## config.mk

```make
export PLATFORM = sky130hd
export DESIGN_NAME = display_arbiter
export DESIGN_NICKNAME = d
export VERILOG_FILES = /design/src/rtl/display_arbiter_pkg.sv /design/src/rtl/display_arbiter_picker.sv /design/src/rtl/display_arbiter.sv
export SDC_FILE = /design/constraint.sdc
export NUM_CORES = 1
export LEC_CHECK = 0
export CAP_MARGIN = 0
export CORE_ASPECT_RATIO = 1.25
export CORE_MARGIN = 2
export CORE_UTILIZATION = 42
export DETAILED_ROUTE_END_ITERATION = 10
export PLACE_DENSITY = 0.71
export SLEW_MARGIN = 20
export SYNTH_ARGS = -nofsm -noshare
export SYNTH_HDL_FRONTEND = slang
export SYNTH_SLANG_ARGS = --single-unit
```

## constraint.sdc

```tcl
create_clock -name Clock -period 6.7 [get_ports Clock]
set_input_delay 1.34 -clock Clock [delete_from_list [all_inputs] [get_ports Clock]]
set_output_delay 1.34 -clock Clock [all_outputs]
set_load 0.02 [all_outputs]
```

## src/rtl/display_arbiter_pkg.sv

```systemverilog
// Shared types and helpers for display_arbiter: FSM state enum, log2 helper,
// and the round-robin search used by round_robin_picker.
package display_arbiter_pkg;

  typedef enum logic {IDLE = 1'b0, DWELL = 1'b1} DisplayArbState;

  typedef struct packed {
    logic       found;
    logic [3:0] index;
  } rr_pick_t;

  function automatic int clog2(input int v);
    int r = 0;
    while ((1 << r) < v) r++;
    return r;
  endfunction

  // First set bit of Request at or after Start, wrapping within n (n <= 16, Start < n).
  function automatic rr_pick_t RoundRobinPick(input logic [15:0] Request,
                                              input logic [3:0]  Start,
                                              input int          n);
    rr_pick_t r;
    int       idx;
    r = '0;
    for (int k = 0; k < 16; k++) begin
      if (k < n) begin
        idx = int'(Start) + k;
        if (idx >= n) idx = idx - n;
        if (!r.found && Request[idx[3:0]]) begin
          r.found = 1'b1;
          r.index = idx[3:0];
        end
      end
    end
    return r;
  endfunction

endpackage

```

## src/rtl/display_arbiter_picker.sv

```systemverilog
// Combinational round-robin picker: first requester at/after Start, skipping
// any source flagged in Exclude.
module round_robin_picker
  import display_arbiter_pkg::*;
#(
  parameter int N  = 4,
  parameter int SW = clog2(N)
) (
  input  logic [N-1:0]  Request,
  input  logic [SW-1:0] Start,
  input  logic [N-1:0]  Exclude,
  output logic [SW-1:0] Index,
  output logic          Found
);

  logic [15:0] avail;
  rr_pick_t    pick;

  always_comb begin
    avail        = '0;
    avail[N-1:0] = Request & ~Exclude;
    pick         = RoundRobinPick(avail, 4'(Start), N);
  end

  assign Found = pick.found;
  assign Index = SW'(pick.index);

endmodule

```

## src/rtl/display_arbiter.sv

```systemverilog
// Round-robin owner selection for one shared 7-segment display with a minimum dwell per grant.
// Optional DISPLAY_ARBITER_BLANK_EN: drive DisplayData to all-ones while IDLE.
module display_arbiter
  import display_arbiter_pkg::*;
#(
  parameter int  Size           = 4,
  parameter int  Requesters     = 4,
  parameter int  ClockPeriod_ns = 20,
  parameter int  DwellTime_ns   = 500_000_000,
  localparam int SW             = clog2(Requesters)
) (
  input  logic                                Clock,
  input  logic                                Reset_n,
  input  logic [Requesters-1:0]               Request,
  input  logic [Requesters-1:0][Size-1:0]     Data,
  output logic [Requesters-1:0]               Grant,
  output logic [SW-1:0]                       Source,
  output logic [Size-1:0]                     DisplayData,
  output logic                                DisplayValid
);

  localparam int DwellCycles = DwellTime_ns / ClockPeriod_ns;
  localparam int CW          = clog2(DwellCycles);
  localparam logic [CW-1:0] LastCnt = CW'(DwellCycles - 1);
  localparam logic [SW-1:0] LastSrc = SW'(Requesters - 1);

  if (DwellCycles < 2) begin : g_dwell_check
    $error("display_arbiter: DwellCycles must be at least 2");
  end
  if (Requesters < 2 || Requesters > 16) begin : g_req_check
    $error("display_arbiter: Requesters must be in 2..16");
  end

  DisplayArbState        state;
  logic [CW-1:0]         cnt;
  logic [SW-1:0]         ptr;
  logic [SW-1:0]         src_next, pick_start, pick_idx, pick_ptr;
  logic [Requesters-1:0] pick_excl, pick_onehot;
  logic                  pick_found, owner_req, rearb;

  // IDLE searches from the pointer; in DWELL the owner is searched last and excluded,
  // so a hit means some other source is waiting.
  always_comb begin
    src_next    = (Source == LastSrc) ? '0 : Source + SW'(1);
    pick_start  = (state == IDLE) ? ptr : src_next;
    pick_excl   = (state == IDLE) ? '0 : Grant;
    pick_onehot = Requesters'(1) << pick_idx;
    pick_ptr    = (pick_idx == LastSrc) ? '0 : pick_idx + SW'(1);
    owner_req   = Request[Source];
    rearb       = (cnt == LastCnt) || !owner_req;
  end

  round_robin_picker #(.N(Requesters), .SW(SW)) u_picker (
    .Request (Request),
    .Start   (pick_start),
    .Exclude (pick_excl),
    .Index   (pick_idx),
    .Found   (pick_found)
  );

  always_ff @(posedge Clock or negedge Reset_n) begin
    if (!Reset_n) begin
      state        <= IDLE;
      Grant        <= '0;
      Source       <= '0;
      DisplayData  <= '0;
      DisplayValid <= 1'b0;
      cnt          <= '0;
      ptr          <= '0;
    end else begin
      case (state)
        IDLE: begin
          if (pick_found) begin
            state        <= DWELL;
            cnt          <= '0;
            Grant        <= pick_onehot;
            Source       <= pick_idx;
            DisplayValid <= 1'b1;
            ptr          <= pick_ptr;
          end
        end
        DWELL: begin
          if (rearb) begin
            cnt <= '0;
            if (pick_found) begin
              Grant  <= pick_onehot;
              Source <= pick_idx;
              ptr    <= pick_ptr;
            end else if (!owner_req) begin
              state        <= IDLE;
              Grant        <= '0;
              Source       <= '0;
              DisplayValid <= 1'b0;
            end
          end else begin
            cnt <= cnt + CW'(1);
          end
        end
        default: state <= IDLE;
      endcase

      if (state == DWELL) DisplayData <= Data[Source];
`ifdef DISPLAY_ARBITER_BLANK_EN
      else DisplayData <= '1;
`endif
    end
  end

endmodule

```

==> run summary, run 1 <==
Layout Nets -> 321
final routed wirelength across all metal layers -> 5211 µm
Post-Place Worst Slack -> 2.890 ns
number of routed nets with antenna violations -> 0
HPWL after DPL -> 3661 µm
buffers inserted by post-CTS timing repair -> 0
core region area -> 5818 µm²
yosys warns -> 0
Worst Hold Path Cells -> 1
number of gates resized after cts -> 0
cts bufs inserted -> 5
Overflow after GRT -> 0
max cap viols -> 0
Min-Delay Path Class -> flip-flop to flip-flop
r2r endpoint -> cnt[8]$_DFFE_PN0P_
netlist area before placement -> 2550 µm²
Net Count, Synth -> 295
remaining routing DRC violations -> 0
top-level port count -> 33
height of the die -> 91.12 µm
violation count after the first detailed-routing iteration -> 138
internal reg-to-reg setup slack -> 3.27 ns
placer's final routability congestion estimate -> 0.9914
TritonCTS clock tree -> built
horizontal die dimension -> 73.69 µm
Period Utilization, post-route -> 0.5225
Setup TNS -> 0 ns
number of hold violations in the final report -> 0
antenna violations before repair -> 0
Non-Filler Cell Area, Final -> 2957 µm²
post-route minimum period -> 3.501 ns
H-tree depth -> 2
Total Die Area -> 6714 µm²
Clock Skews -> 0.01058 ns
routed vias -> 2079
status -> complete, no violations
critical path class -> input pin to flip-flop
Clock Path Buffers -> 2
number of max-slew violations in the final report -> 0
start point of the worst min-delay path -> cnt[24]$_DFFE_PN0P_
number of fill cells -> 531
CTS sink cnt -> 39
final standard cell count with taps included and fillers excluded -> 358
# port buffers -> 32
RSZ-0062 raised after global routing -> false
Root Driver -> clkbuf_8
Leakage -> 0.001221 µW
wire length of the first global-routing pass -> 8866 µm
post-synthesis sequential element count -> 39
logic depth of the worst register-to-register path -> 9
Cells after Synth -> 265
fraction of final layout cells sized beyond drive strength 1 -> 0.1610
pin count of the biggest net entering global routing -> 44
final-report setup violation count -> 0
Pre-Repair DR Iteration Count -> 4
post-place instance area -> 2844 µm²
launch instance of the worst register-to-register path -> state$_DFF_PN0_
diode count -> 0
row count -> 31
most frequently used flop master after synthesis -> dfrtp_1
Critical Path Fanout Max -> 43
clock transition at the registers of the reported paths -> 0.08 ns
average via count per standard cell -> 5.807
measured slew at the worst slew-check pin -> 0.8649 ns
kind of start point of the critical path -> input pin
synthesized area per cell -> 9.622 µm²
vias in the first global route -> 1945
Async SR Flop Fraction -> 1.000
starting density of the core -> 0.4383
routed length per instance -> 14.56 µm
worst slew margin relative to its limit -> 0.4234
CTS Hold Buffers Added -> 0
clock latency reported for the late side of the worst-skew pair -> 0.30 ns
global-route total usage across every layer -> 0.1638
worst path required time -> 6.92 ns
Cell variety after synth -> 59
endpoint class of the critical path -> flip-flop
sequential element share of the synthesized area -> 0.3827
post-placement cell count -> 350
count of flip-flops with a built-in enable after synthesis -> 0
capture endpoint of the worst hold path -> cnt[24]$_DFFE_PN0P_
area growth from synthesis to final layout -> 15.95%
post-route worst setup slack -> 3.199 ns
Peak VDD IR -> 0.1311 mV
Worst EP arrival -> 3.72 ns
power per cell area -> 387.0 nW/µm²
timing-limited maximum frequency -> 285.7 MHz
placed cells by master, fill, tap and decap left out, drive strengths merged, types with 8 or more instances in the layout:
cell type and instances:
nor2b 10, a21oi 15, nor2 17, nand3 11, nand2 26, nand2b 8
o21ai 41, clkdlybuf4s50 31, inv 8, dfrtp 39, o31ai 10, ha 8
how the worst max path moves through the flow:
stage	startpoint	end	cells after the start
after CTS	Request[3]	ptr[0]$_DFFE_PN0P_	7
after floorplan	Request[0]	ptr[0]$_DFFE_PN0P_	9
after detailed placement	Request[3]	ptr[0]$_DFFE_PN0P_	7
after global placement	Request[3]	ptr[0]$_DFFE_PN0P_	7
after global routing	state$_DFF_PN0_	cnt[10]$_DFFE_PN0P_	9
final	Request[3]	ptr[0]$_DFFE_PN0P_	7
cell families (layout without fill, tap and decap cells):
kind of cell,Yosys count,in the layout,share of synthesized area
AO/OA/AOI/OAI,87,87,0.2262
XOR/XNOR,1,1,0.003435
buffers and inverters,21,48,0.05250
flip-flops,39,39,0.3827
adder cells (fa/ha/maj),8,8,0.03926
AND/OR/NAND/NOR,94,94,0.2085
multiplexers,15,15,0.08734
worst max-delay path, stage by stage:
cell	delay, ns
clkdlybuf4s50_1	0.43
mux4_2	0.52
nand2_1	0.15
a31o_4	0.41
and2_1	0.60
nand2b_1	0.14
o22ai_2	0.13
area by class of cell:
type                    count  area [µm²]  share of cell area
repair buffers             32       315.3              0.1066
multi-input cells         205        1440              0.4871
well taps                  66       82.58             0.02793
flip-flops and latches     39       975.9              0.3301
inverters                   8       30.03             0.01016
clock buffers               5       68.82             0.02328
clock inverters             3       43.79             0.01481
registers in the layout, indices dropped and copies added (netlist names):
| register | count |
|---|---|
| cnt | 25 |
| DisplayValid | 1 |
| Source | 2 |
| DisplayData | 4 |
| Grant | 4 |
| state | 1 |
| ptr | 2 |
cells in the mapped netlist (3+ instances only):
library cell  number  area [µm²]
buf_4              3       22.52
nand3_1           10       50.05
nor2_1            16       60.06
ha_1               8       100.1
a31oi_1            3       18.77
mux4_2             5       112.6
o21ai_0           27       135.1
buf_6              5       56.30
mux2i_1            5       50.05
nor2b_1            8       50.05
dfrtp_1           39       975.9
buf_2              5       25.02
a21oi_1           13       65.06
and3_1             3       18.77
a21bo_2            3       30.03
nand2b_1           6       37.54
o21ai_1           10       50.05
nor3_1             3       15.01
o31ai_1           10       75.07
mux2_2             4       45.04
inv_1              6       22.52
o21ai_2            4       35.03
nand2_1           24       90.09
stage by stage:
step,hold slack (ns),total power [µW],util
floorplan,0.4375,833.1,-
global placement,0.4570,937.4,0.4888
detailed placement,0.4641,950.4,0.4888
CTS,0.4802,1155,0.5082
global route,0.5131,1237,0.5082
finish,0.4885,1144,0.5082
layer usage:
metal	up-vias	wire length (µm)	track usage
li1	1018	-	-
met1	1012	2429	0.2189
met2	43	2496	0.2656
met3	6	218	0.03330
met4	0	66	0.04545
met5	-	0	0
where the power goes:
group	total, µW	leakage [µW]	internal [µW]	switching (µW)
registers	328	0.000518	279	48.7
clock network	198	0.0000581	111	87.4
logic	618	0.000645	274	344
Note: power is estimated with default switching activity, not from simulation.
==> run 2, diff against run 1 <==
==> constraint.sdc (replaced) <==
create_clock -name Clock -period 3.3 [get_ports Clock]
set_input_delay 0.66 -clock Clock [delete_from_list [all_inputs] [get_ports Clock]]
set_output_delay 0.66 -clock Clock [all_outputs]
set_load 0.02 [all_outputs]
==> run 2 against run 1 <==
Final cell count is 1.1% higher; final area is 0.42% higher; sequential cell count stayed put; clock-buffer cell count is 1 higher; core utilization is 0.22 points higher; setup slack worse by 2.8 ns; die area stayed put; critical endpoint is now ptr[1]$_DFFE_PN0P_; largest cell class unchanged.
==> run summary, run 2 (synthesis results as in run 1) <==
status -> complete, no violations
register with the most flip-flops -> cnt
worst slew margin relative to its limit -> 0.4201
endpoint class of the critical path -> flip-flop
number of max-slew violations in the final report -> 0
Critical Path Fanout Max -> 14
routed length per instance -> 14.78 µm
post-place instance area -> 2882 µm²
leading cell type in the layout, fill and taps excluded -> dfrtp_1
Non-Filler Cell Area, Final -> 2969 µm²
clock latency reported for the late side of the worst-skew pair -> 0.29 ns
Layout Nets -> 326
CTS sink cnt -> 39
leading cell types in the layout, fill and taps excluded -> 39 x dfrtp_1, 31 x clkdlybuf4s50_1, 27 x o21ai_0
H-tree depth -> 2
Root Driver -> clkbuf_8
horizontal die dimension -> 73.69 µm
max cap viols -> 0
worst path required time -> 3.46 ns
antenna violations before repair -> 0
clock network power share -> 0.143
cts bufs inserted -> 5
kind of start point of the critical path -> flip-flop
r2r endpoint -> ptr[1]$_DFFE_PN0P_
average via count per standard cell -> 5.707
critical path class -> flip-flop to flip-flop
Peak VDD IR -> 0.3366 mV
Period Utilization, post-route -> 0.8696
logic depth of the worst register-to-register path -> 10
area growth from synthesis to final layout -> 16.44%
CTS Hold Buffers Added -> 0
top flop regs -> cnt x25, DisplayData x4, Grant x4
RSZ-0062 raised after global routing -> false
critical path's top delay family -> simple AND/OR/NAND/NOR gates
timing-limited maximum frequency -> 348.5 MHz
violation count after the first detailed-routing iteration -> 66
Setup TNS -> 0 ns
Total Die Area -> 6714 µm²
minimum hold slack -> 0.4817 ns
Critical Path Max Stage Delay -> 0.57 ns
post-route minimum period -> 2.870 ns
TritonCTS clock tree -> built
number of fill cells -> 561
core region area -> 5818 µm²
launch instance of the worst register-to-register path -> state$_DFF_PN0_
# port buffers -> 32
share of power burned in registers -> 0.278
Post-Place Worst Slack -> 0.2078 ns
final-report setup violation count -> 0
diode count -> 0
share of total power in combinational logic -> 0.579
internal reg-to-reg setup slack -> 0.43 ns
Worst EP arrival -> 3.03 ns
remaining routing DRC violations -> 0
number of routed nets with antenna violations -> 0
post-route worst setup slack -> 0.4305 ns
fraction of final layout cells sized beyond drive strength 1 -> 0.1723
number of hold violations in the final report -> 0
end-of-flow core utilization -> 0.5103
number of gates resized after cts -> 0
vias in the first global route -> 2028
Min-Delay Path Class -> input pin to asynchronous set/reset pin
HPWL after DPL -> 3904 µm
total net switching power -> 968.8 µW
Overflow after GRT -> 0
measured slew at the worst slew-check pin -> 0.8699 ns
Clock Skews -> 0.003026 ns
clock transition at the registers of the reported paths -> 0.07 ns
Pre-Repair DR Iteration Count -> 4
net switching share of the total power -> 0.4244
starting density of the core -> 0.4383
buffers plus inverters on the worst setup path -> 1
placer's final routability congestion estimate -> 0.9162
number of flip-flops under the largest register name -> 25
row count -> 31
wire length of the first global-routing pass -> 9232 µm
buffers inserted by post-CTS timing repair -> 0
pin count of the biggest net entering global routing -> 43
global-route total usage across every layer -> 0.1719
routed vias -> 2066
height of the die -> 91.12 µm
Critical Path Slowest Stage Cell -> dfrtp_1
Int Power -> 1314 µW
Clock Path Buffers -> 2
sequence of cells on the critical path -> buf_4 -> nand2b_2 -> nand2_2 -> ha_1 -> a211o_1 -> a21oi_1 -> o211ai_2 -> and2_1 -> nor2_1 -> a21oi_2
final routed wirelength across all metal layers -> 5349 µm
power per cell area -> 768.9 nW/µm²
Leakage -> 0.001234 µW
top-level port count -> 33
[run 2: cell types whose count changed in the layout (fill, tap and decap cells not counted), sizes merged]
| cell | before | now |
|---|---|---|
| bufinv | 1 | 0 |
| buf | 1 | 6 |
| clkinv | 2 | 1 |
| clkbuf | 5 | 6 |
[run 2: power by group through the flow]
stage,sequential (µW),clock [µW],combinational (µW)
global route,648,355,1490
detailed placement,646,0,1340
finish,634,326,1320
global placement,642,0,1310
CTS,637,337,1350
floorplan,690,0,1000
[run 2: worst max-delay path by stage]
stage | start | to | depth (start not counted)
3_3_place_gp | Request[0] | ptr[0]$_DFFE_PN0P_ | 10
5_1_grt | state$_DFF_PN0_ | ptr[1]$_DFFE_PN0P_ | 10
6_report | state$_DFF_PN0_ | ptr[1]$_DFFE_PN0P_ | 10
2_1_floorplan | Source[0]$_DFFE_PN0P_ | Grant[0]$_DFFE_PN0P_ | 12
4_1_cts | state$_DFF_PN0_ | ptr[1]$_DFFE_PN0P_ | 10
3_5_place_dp | Request[0] | ptr[0]$_DFFE_PN0P_ | 10
[run 2: metal layers]
layer	part of all wire	vias to the layer above	global-route usage
li1	-	1033	-
met1	0.45	976	0.2204
met2	0.50	48	0.2879
met3	0.038	9	0.03441
met4	0.017	0	0.05000
met5	0	-	0
[run 2: area by class of cell]
type / count / area, µm² / share of cell area
clock buffer: 6 / 82.58 / 0.02781
multi-input combinational: 205 / 1440 / 0.4850
clock inverter: 1 / 5.005 / 0.001686
inverter: 8 / 30.03 / 0.01011
tap: 66 / 82.58 / 0.02781
sequential: 39 / 975.9 / 0.3287
timing repair buffer: 37 / 352.8 / 0.1188
[run 2: per-stage QoR]
| step | std cells | power (µW) |
|---|---|---|
| CTS | 362 | 2320 |
| finish | 362 | 2283 |
| global route | 362 | 2488 |
| floorplan | 265 | 1691 |
| detailed placement | 355 | 1983 |
| global placement | 355 | 1950 |
[run 2: worst reg2reg max path, delay by kind of cell (launching register included)]
| family | cells | cell delay (ns) |
|---|---|---|
| fa+ha+maj | 1 | 0.32 |
| buf+inv | 1 | 0.27 |
| flops | 1 | 0.57 |
| simple gates | 4 | 0.89 |
| compound gates | 4 | 0.69 |
